`config.mk`:
```
export PLATFORM = sky130hd
export DESIGN_NAME = audio_mode_ctrl
export DESIGN_NICKNAME = d
export VERILOG_FILES = /design/src/rtl/audio_ctrl_pkg.sv /design/src/rtl/cdc_edge_sync.sv /design/src/rtl/audio_mode_ctrl.sv
export SDC_FILE = /design/constraint.sdc
export NUM_CORES = 1
export LEC_CHECK = 0
export ABC_CLOCK_PERIOD_IN_PS = 2600
export CORE_MARGIN = 5
export CORE_UTILIZATION = 55
export CTS_CLUSTER_SIZE = 28
export DETAILED_ROUTE_END_ITERATION = 10
export GPL_ROUTABILITY_DRIVEN = 0
export PLACE_DENSITY = 0.77
export SLEW_MARGIN = 10
export SYNTH_ARGS = -nofsm -noshare
export SYNTH_HDL_FRONTEND = slang
export SYNTH_HIERARCHICAL = 1
export SYNTH_SLANG_ARGS = --single-unit
```
`constraint.sdc`:
```
create_clock -name sys_clk -period 2.6 [get_ports sys_clk]
set_input_delay 0.78 -clock sys_clk [delete_from_list [all_inputs] [get_ports sys_clk]]
set_output_delay 0.78 -clock sys_clk [all_outputs]
set_load 0.01 [all_outputs]
```
`src/rtl/audio_ctrl_pkg.sv`:
```
// Shared command codes, mode encodings, response bytes and FSM states for the
// audio mode controller.
package audio_ctrl_pkg;

  localparam logic [3:0] CMD_EFFECT  = 4'b0010;
  localparam logic [3:0] CMD_ETH_ON  = 4'b0100;
  localparam logic [3:0] CMD_ETH_OFF = 4'b1000;
  localparam logic [3:0] CMD_VOICE   = 4'b1001;

  localparam logic [2:0] MODE_BYPASS = 3'd0;
  localparam logic [2:0] MODE_TONE   = 3'd1;
  localparam logic [2:0] MODE_ECHO   = 3'd2;
  localparam logic [2:0] MODE_BGM    = 3'd3;
  localparam logic [2:0] MODE_VOICE  = 3'd4;

  localparam logic [3:0] RSP_MODE_HDR = 4'hA;
  localparam logic [3:0] RSP_ETH_HDR  = 4'hB;
  localparam logic [7:0] RSP_NACK     = 8'hEE;

  typedef enum logic [2:0] {
    StIdle,
    StDecode,
    StMuteWait,
    StSwitch,
    StSettleWait,
    StResp
  } state_e;

  // Enable vector ordered {voice, bgm, echo, tone}; bypass and unknown modes give all-zero.
  function automatic logic [3:0] mode_enables(input logic [2:0] mode);
    logic [3:0] en;
    en = 4'b0000;
    case (mode)
      MODE_TONE:  en = 4'b0001;
      MODE_ECHO:  en = 4'b0010;
      MODE_BGM:   en = 4'b0100;
      MODE_VOICE: en = 4'b1000;
      default:    en = 4'b0000;
    endcase
    return en;
  endfunction

  function automatic logic [7:0] mode_ack(input logic [2:0] mode);
    return {RSP_MODE_HDR, 1'b0, mode};
  endfunction

endpackage

```
`src/rtl/cdc_edge_sync.sv`:
```
// Two-flop synchronizer for an asynchronous strobe, plus a one-cycle pulse on
// each synchronized rising edge.
module cdc_edge_sync (
  input  logic sys_clk,
  input  logic sys_rst,
  input  logic i_async,
  output logic o_rise
);

  logic r_meta;
  logic r_sync;
  logic r_prev;

  always_ff @(posedge sys_clk or negedge sys_rst) begin
    if (!sys_rst) begin
      r_meta <= 1'b0;
      r_sync <= 1'b0;
      r_prev <= 1'b0;
    end else begin
      r_meta <= i_async;
      r_sync <= r_meta;
      r_prev <= r_sync;
    end
  end

  assign o_rise = r_sync & ~r_prev;

endmodule

```
`src/rtl/audio_mode_ctrl.sv`:
```
// Sequences UART-requested audio mode changes with muted, LRCK-frame-aligned
// switching, Ethernet streaming control and an ACK/NACK response byte.
module audio_mode_ctrl
  import audio_ctrl_pkg::*;
#(
  parameter int unsigned MUTE_FRAMES   = 4,
  parameter int unsigned SETTLE_FRAMES = 2,
  parameter int unsigned TIMEOUT_CYC   = 16384,
  parameter int unsigned TO_W          = 14
) (
  input  logic       sys_clk,
  input  logic       sys_rst,
  input  logic       cmd_valid,
  input  logic [3:0] ctrl_cmd,
  input  logic [3:0] value_cmd,
  output logic       cmd_ready,
  input  logic       lrck_in,
  input  logic       codec_ready,
  output logic [2:0] path_sel,
  output logic       tone_en,
  output logic       echo_en,
  output logic       bgm_en,
  output logic       voice_en,
  output logic       eth_en,
  output logic       mute,
  output logic       busy,
  output logic       rsp_valid,
  output logic [7:0] rsp_data,
  input  logic       rsp_ready
);

  localparam logic [3:0]      MuteLast   = 4'(MUTE_FRAMES - 1);
  localparam logic [3:0]      SettleLast = 4'(SETTLE_FRAMES - 1);
  localparam logic [TO_W-1:0] ToLast     = TO_W'(TIMEOUT_CYC - 1);

  state_e          r_state;
  logic [3:0]      r_ctrl;
  logic [3:0]      r_value;
  logic [2:0]      r_target;
  logic            r_skip_mute;
  logic [3:0]      r_frame_cnt;
  logic [TO_W-1:0] r_to_cnt;
  logic [2:0]      r_path_sel;
  logic [3:0]      r_en;
  logic            r_eth_en;
  logic            r_mute;
  logic            r_rsp_valid;
  logic [7:0]      r_rsp_data;

  logic            w_tick;
  logic            w_is_mode;
  logic [2:0]      w_target;
  logic [3:0]      w_last;
  logic            w_wait_done;

  cdc_edge_sync u_lrck_sync (
    .sys_clk (sys_clk),
    .sys_rst (sys_rst),
    .i_async (lrck_in),
    .o_rise  (w_tick)
  );

  always_comb begin
    w_is_mode = 1'b0;
    w_target  = MODE_BYPASS;
    if (r_ctrl == CMD_EFFECT && r_value[3:2] == 2'b00) begin
      w_is_mode = 1'b1;
      w_target  = {1'b0, r_value[1:0]};
    end else if (r_ctrl == CMD_VOICE) begin
      w_is_mode = 1'b1;
      w_target  = MODE_VOICE;
    end
  end

  // A stalled LRCK still lets the wait finish once the cycle budget runs out.
  always_comb begin
    w_last      = (r_state == StMuteWait) ? MuteLast : SettleLast;
    w_wait_done = (w_tick && r_frame_cnt == w_last) || (r_to_cnt == ToLast);
  end

  always_ff @(posedge sys_clk or negedge sys_rst) begin
    if (!sys_rst) begin
      r_state     <= StIdle;
      r_ctrl      <= 4'd0;
      r_value     <= 4'd0;
      r_target    <= MODE_BYPASS;
      r_skip_mute <= 1'b0;
      r_frame_cnt <= 4'd0;
      r_to_cnt    <= '0;
      r_path_sel  <= MODE_BYPASS;
      r_en        <= 4'b0000;
      r_eth_en    <= 1'b0;
      r_mute      <= 1'b0;
      r_rsp_valid <= 1'b0;
      r_rsp_data  <= 8'h00;
    end else begin
      unique case (r_state)
        StIdle: begin
          if (cmd_valid) begin
            r_ctrl  <= ctrl_cmd;
            r_value <= value_cmd;
            r_state <= StDecode;
          end
        end
        StDecode: begin
          r_frame_cnt <= 4'd0;
          r_to_cnt    <= '0;
          r_target    <= w_target;
          r_skip_mute <= 1'b0;
          if (w_is_mode) begin
            if (w_target == r_path_sel) begin
              r_rsp_data  <= mode_ack(r_path_sel);
              r_rsp_valid <= 1'b1;
              r_state     <= StResp;
            end else if (!codec_ready) begin
              r_skip_mute <= 1'b1;
              r_state     <= StSwitch;
            end else begin
              r_mute  <= 1'b1;
              r_state <= StMuteWait;
            end
          end else if (r_ctrl == CMD_ETH_ON || r_ctrl == CMD_ETH_OFF) begin
            r_eth_en    <= (r_ctrl == CMD_ETH_ON);
            r_rsp_data  <= {RSP_ETH_HDR, 3'b000, (r_ctrl == CMD_ETH_ON)};
            r_rsp_valid <= 1'b1;
            r_state     <= StResp;
          end else begin
            r_rsp_data  <= RSP_NACK;
            r_rsp_valid <= 1'b1;
            r_state     <= StResp;
          end
        end
        StMuteWait, StSettleWait: begin
          if (w_wait_done) begin
            r_frame_cnt <= 4'd0;
            r_to_cnt    <= '0;
            if (r_state == StMuteWait) begin
              r_state <= StSwitch;
            end else begin
              r_mute      <= 1'b0;
              r_rsp_data  <= mode_ack(r_path_sel);
              r_rsp_valid <= 1'b1;
              r_state     <= StResp;
            end
          end else if (w_tick) begin
            r_frame_cnt <= r_frame_cnt + 4'd1;
            r_to_cnt    <= '0;
          end else begin
            r_to_cnt <= r_to_cnt + 1'b1;
          end
        end
        StSwitch: begin
          r_path_sel <= r_target;
          r_en       <= mode_enables(r_target);
          if (r_skip_mute || SETTLE_FRAMES == 0) begin
            r_mute      <= 1'b0;
            r_rsp_data  <= mode_ack(r_target);
            r_rsp_valid <= 1'b1;
            r_state     <= StResp;
          end else begin
            r_state <= StSettleWait;
          end
        end
        StResp: begin
          if (rsp_ready) begin
            r_rsp_valid <= 1'b0;
            r_state     <= StIdle;
          end
        end
        default: r_state <= StIdle;
      endcase
    end
  end

  assign cmd_ready = (r_state == StIdle);
  assign busy      = (r_state != StIdle);
  assign path_sel  = r_path_sel;
  assign tone_en   = r_en[0];
  assign echo_en   = r_en[1];
  assign bgm_en    = r_en[2];
  assign voice_en  = r_en[3];
  assign eth_en    = r_eth_en;
  assign mute      = r_mute;
  assign rsp_valid = r_rsp_valid;
  assign rsp_data  = r_rsp_data;

endmodule

```
======== Word-level counts from Yosys, hierarchy flattened ========
Index checks and enable logic that the tools add are counted.
storage, ports and cells
  bits in registers ....................... 54
  bits in latches ......................... 0
  memory bits (writable) .................. 0
  bits in read-only memories .............. 0
  word-level logic and storage cells ...... 110
  memories kept ........................... 0
operators by class
  add/sub/neg operators ................... 2
  multipliers ............................. 0
  div/mod/pow operators ................... 0
  $lt $le $gt $ge ......................... 0
  eq/ne operators ......................... 26
  shift-type cells ........................ 0
  muxes and demuxes ....................... 45
  bitwise gates (word level) .............. 3
  reductions and logical operators ........ 18
operators by type and width
  cell                   count
  $mux 8                 5
  $mux 14                2
  $pmux 14 s2            1
  $mux 3                 8
  $pmux 8 s3             1
  $mux 1                 19
  $ne 2x2->1 const B     8
  $pmux 4 s4             1
  $pmux 3 s5             1
  $add 14x1->14 const B  1
  $eq 14x14->1 const B   1
  $eq 3x2->1 const B     4
  $eq 3x3->1 const B     3
  $eq 4x4->1 const B     2
  $mux 4                 2
  $pmux 4 s2             1
  $mux 7                 1
  $reduce_and 7->1       1
  $eq 3x1->1 const B     2
  $ne 3x3->1 const B     2
  $reduce_and 3->1       2
  $reduce_and 6->1       1
  $reduce_bool 3->1      2
  $reduce_and 5->1       1
  other kinds (18)       22

======== Logic depth before layout (Yosys ltp) ========
  depth in word-level cells ............... 7
  mapped depth ............................ 9
  gate-level depth less buffers ........... 7

======== By module ========
Netlist, hierarchy kept.
by module, submodules not included
  module           instances  cells an instance  area each (µm²)  sequential area each (µm²)
  audio_mode_ctrl  1          263                2539.9           1226.2
  cdc_edge_sync    1          4                  88.8             75.1

======== Worst setup path after synthesis ========
OpenSTA, ideal clock, no wires.
  kind .................................... flip-flop to flip-flop
  from .................................... reg r_ctrl[2]
  to ...................................... reg r_rsp_data[0] (netlist: rsp_data[0])
  library setup time ...................... 0.125 ns
  arrival ................................. 2.032 ns
  required time ........................... 2.475 ns
  path slack .............................. 0.443 ns
  stages on the path, launching flop included .. 8
  buffers on the path ..................... 1
  clock period less this slack ............ 2.157 ns
  cells stage by stage .................... dfrtp_1 buf_6 nand4bb_4 a211o_1 a21o_1 and2_4 o41a_4 mux2_4
on the way
  word-level cells in the longest chain between the ends .. 6
ends and longest elaborated chain
  element                                             line                                          source
  from (decl)                                         audio_mode_ctrl.sv:37                         logic [3:0] r_ctrl;
  from (signal assigned)                              audio_mode_ctrl.sv:100                        r_ctrl <= ctrl_cmd;
  $eq 4x4->1 / $eq 4x2->1 (equally long branches)     audio_mode_ctrl.sv:69, audio_mode_ctrl.sv:66
  $mux 3 / $logic_and 1x1->1 (equally long branches)  audio_mode_ctrl.sv:69, audio_mode_ctrl.sv:66
  $mux 3                                              audio_mode_ctrl.sv:66                         if (r_ctrl == CMD_EFFECT && r_value[3:2] == 2'b00) begin
  $eq 3x3->1                                          audio_mode_ctrl.sv:111                        if (w_target == r_path_sel) begin
  $ne 3x3->1 (no line)                                -
  $reduce_and 5->1 (no line)                          -
  to (signal assigned)                                audio_mode_ctrl.sv:112                        r_rsp_data <= mode_ack(r_path_sel);
  to (signal assigned)                                audio_mode_ctrl.sv:124                        r_rsp_data <= {RSP_ETH_HDR, 3'b000, (r_ctrl == CMD_ETH_ON)};
  to (signal assigned)                                audio_mode_ctrl.sv:141                        r_rsp_data <= mode_ack(r_path_sel);
  to (decl)                                           audio_mode_ctrl.sv:48                         logic [7:0] r_rsp_data;
Parallel ways exist; a longest one is shown, timed or not.
A chain may end at the register's enable or synchronous reset.

======== Final worst setup path ========
  from .................................... reg r_state[1]
  to ...................................... out busy
on the way
  word-level cells in the longest chain between the ends .. 1
ends and longest elaborated chain
  element                 line                    source
  from (decl)             audio_mode_ctrl.sv:36   state_e r_state;
  from (signal assigned)  audio_mode_ctrl.sv:83   r_state <= StIdle;
  from (signal assigned)  audio_mode_ctrl.sv:102  r_state <= StDecode;
  from (signal assigned)  audio_mode_ctrl.sv:114  r_state <= StResp;
  $reduce_bool 3->1       audio_mode_ctrl.sv:176  assign busy = (r_state != StIdle);
  to (decl)               audio_mode_ctrl.sv:26   output logic busy,
No other way between the ends.

==> impl_metrics.ini <==
[logic_synthesis]
yosysUniqueCellTypes = 48
ys.flop_type = dfrtp_1
syn_nets = 283
yosysTopAreaCellShare_pct = 49.50
synth_top_area_cell = dfrtp_1
syn_inst = 267
synth-simple-area-share_pct = 19.61
yosysWarnings = 6
synthAdderAreaFrac_pct = 0.9519
ys_ff_latch = 52
synth-edff-count = 0
synth-compound-area-share_pct = 18.51
synth_top_family_by_area = simple AND/OR/NAND/NOR gates
synth_xor_xnor_area_share_pct = 1.999
synth_area_um2 = 2629
syn_avg_cell_area_um2 = 9.846
synth_area_leaders = dfrtp_1 50%, nand2_1 5.7%, o21ai_0 5.1%
muxShareOfSynthArea_pct = 6.521
synthArstFlopShare_pct = 100.0
synth-seq-area-share_pct = 49.50

[worst_hold_path]
min_from = u_lrck_sync/r_meta
hp-class = reg2reg
holdPathEnd = u_lrck_sync/r_sync
whs_path_depth = 0

[placement]
post-place-cells = 352
hpwl_mm = 3.924
port_buffers = 33
place_ws_ps = 371.4

[clock_network]
cts_sinks = 52
cts_buffers = 5
clock-root-buffer = clkbuf_8
clk_latency_ps = 310
path_clk_slew_ps = 90
cts_hold_buf = 0
clk_path_buf_depth = 2
cts_resized = 0
h-tree-depth = 2
cts_tree = yes
post-cts-setup-buffers = 0

[route]
wl_per_cell_um = 15.02
drt_pass1_iterations = 4
drt-total-wl_mm = 5.406
final_antenna_net_count = 0
via_per_inst = 5.875
route.detailed.drc = 0
drt-initial-drc-count = 144
vias = 2115

[setup_path]
cp-startpoint = r_state[1]
endpoint_kind = output pin
criticalPathCategory = reg2out
ff2ff_path_depth = 6
worstPathCellList = clkinv_1, nand2_1, clkdlybuf4s50_1
critPathMaxFanout = 10
arrival_ps = 1640
cp_slowest_cell = dfrtp_1
slowest_delay_ps = 560
crit_buf_inv = 2
rr_startpoint = r_ctrl[2]
crit_family = buffers and inverters
worstReg2RegEnd = rsp_data[2]
start_kind = flip-flop
r2r_slack_ps = 350
cp_data_required_time_ps = 1820

[cells_and_area]
n_fill_cell = 376
regArea_um2 = 1301
stdcell_count = 360
nets = 321
antenna_cells = 0
drive_above_1_share_pct = 13.07
area_growth_pct = 19.80
multi_input_area_um2 = 1254

[outcome]
status = finished, final reports clean

[flow_run]
drv_cap = 0

[floorplanning]
dieArea_um2 = 6262
row_count = 25
core_area_um2 = 4692
die_w_um = 79.14
fp.dieH_um = 79.14
top_level_ports = 34
initial_core_util_pct = 56.03

[timing]
clock_skew_ps = 9.141
report.final.slew_viol_count = 0
worst_pin_slew_ps = 914.9
finalSetupViolCount = 0
finalHoldWorstSlack_ps = 353.4
finalSetupTns_ps = 0
maxSlewHeadroom_pct = 38.78
clock.fmax_mhz = 413.6
min_period_ps = 2418
rsz0062_at_grt = no
finalCritPeriodShare_pct = 92.99
setup_ws_ps = 182.2
hold_viol_final = 0

[global_routing]
grt_antenna_before_repair = 0
grt_start_max_net_pins = 26
grt_pass1_vias = 1937
grt_first_pass_wirelength_mm = 9.232
grt_usage_pct = 18.53
grt-ovfl-total = 0

[power_and_ir_drop]
p_leak_uw = 0.001343
vdd_drop_max_v = 0.0006062
power_density_nw_per_um2 = 1013
## per-layer routing
layer	part of all wire, %	GRT usage [%]	vias to the layer above
met4	1.3	6.529	0
met2	48	28.28	53
met1	47	26.45	1015
li1	-	-	1040
met5	0	0	-
met3	4.0	3.401	7
## cell usage in the layout, fill, tap and decap left out, types with 2 or more instances in the layout
cell / count
a21o_1: 4
a21oi_1: 9
a221o_1: 3
a22o_1: 3
a22o_2: 2
a31o_2: 2
a31oi_1: 2
and2_1: 3
and3_1: 4
buf_4: 9
clkbuf_8: 5
clkdlybuf4s50_1: 32
dfrtp_1: 52
ha_1: 2
inv_1: 4
mux2_2: 9
mux2_4: 4
nand2_1: 40
nand2b_1: 4
nand3_1: 8
nand4_1: 2
nor2_1: 25
nor3_1: 5
nor3b_1: 2
nor4_1: 3
o21ai_0: 27
o22ai_1: 2
o31ai_1: 7
o41ai_1: 5
xnor2_1: 2
xor2_1: 4
## cell usage after synthesis, types with 5 or more instances
master / number
dfrtp_1: 52
nand2_1: 40
o21ai_0: 27
nor2_1: 26
a21oi_1: 9
mux2_2: 9
nand3_1: 8
clkbuf_1: 7
o31ai_1: 7
nor3_1: 5
o41ai_1: 5
## worst max-delay path by stage
stage / endpoint / slack (ps) / cells past startpoint
3_3_place_gp: rsp_data[6] / 400 / 6
6_report: busy / 180 / 3
3_5_place_dp: rsp_data[1] / 370 / 6
5_1_grt: cmd_ready / 70 / 4
4_1_cts: cmd_ready / 80 / 4
2_1_floorplan: rsp_data[0] / 440 / 7
## power breakdown
| part | internal, uW | leakage [uW] | switching, uW |
|---|---|---|---|
| logic | 708 | 0.000623 | 683 |
| registers | 1010 | 0.000666 | 217 |
| clock network | 290 | 0.0000548 | 279 |
## flip-flops by register name, indices dropped and copies added (netlist names), 3 cells and up
| name | count |
|---|---|
| r_state | 3 |
| path_sel | 3 |
| r_value | 4 |
| r_frame_cnt | 4 |
| r_to_cnt | 14 |
| r_target | 3 |
| rsp_data | 6 |
| r_en | 4 |
| r_ctrl | 4 |
## through the flow
step / area (um2) / total power (uW) / util, %
floorplan: 2629 / 2191 / -
global placement: 3032 / 2597 / 64.61
detailed placement: 3032 / 2626 / 64.61
CTS: 3147 / 3207 / 67.07
global route: 3149 / 3429 / 67.12
finish: 3149 / 3191 / 67.12
## worst reg2reg max path: cells and delay by family (launching register included)
family / cells / cell delay [ps]
AND/OR/NAND/NOR: 2 / 450
flip-flops: 1 / 460
AO/OA/AOI/OAI: 3 / 920
multiplexers: 1 / 310
## area by class of cell
type | instances | area share, %
clock buffer | 5 | 2.185
clock inverter | 3 | 1.470
inverter | 5 | 0.5959
multi-input combinational | 199 | 39.81
sequential | 52 | 41.32
tap | 54 | 2.145
timing repair buffer | 42 | 12.48
## cells by family after synthesis
logic type | count (synthesis)
adder cells (fa/ha/maj) | 2
multiplexers | 14
AND/OR/NAND/NOR | 105
AO/OA/AOI/OAI | 72
flip-flops | 52
XOR/XNOR | 6
buffers and inverters | 16
Note: power is estimated with default switching activity, not from simulation.
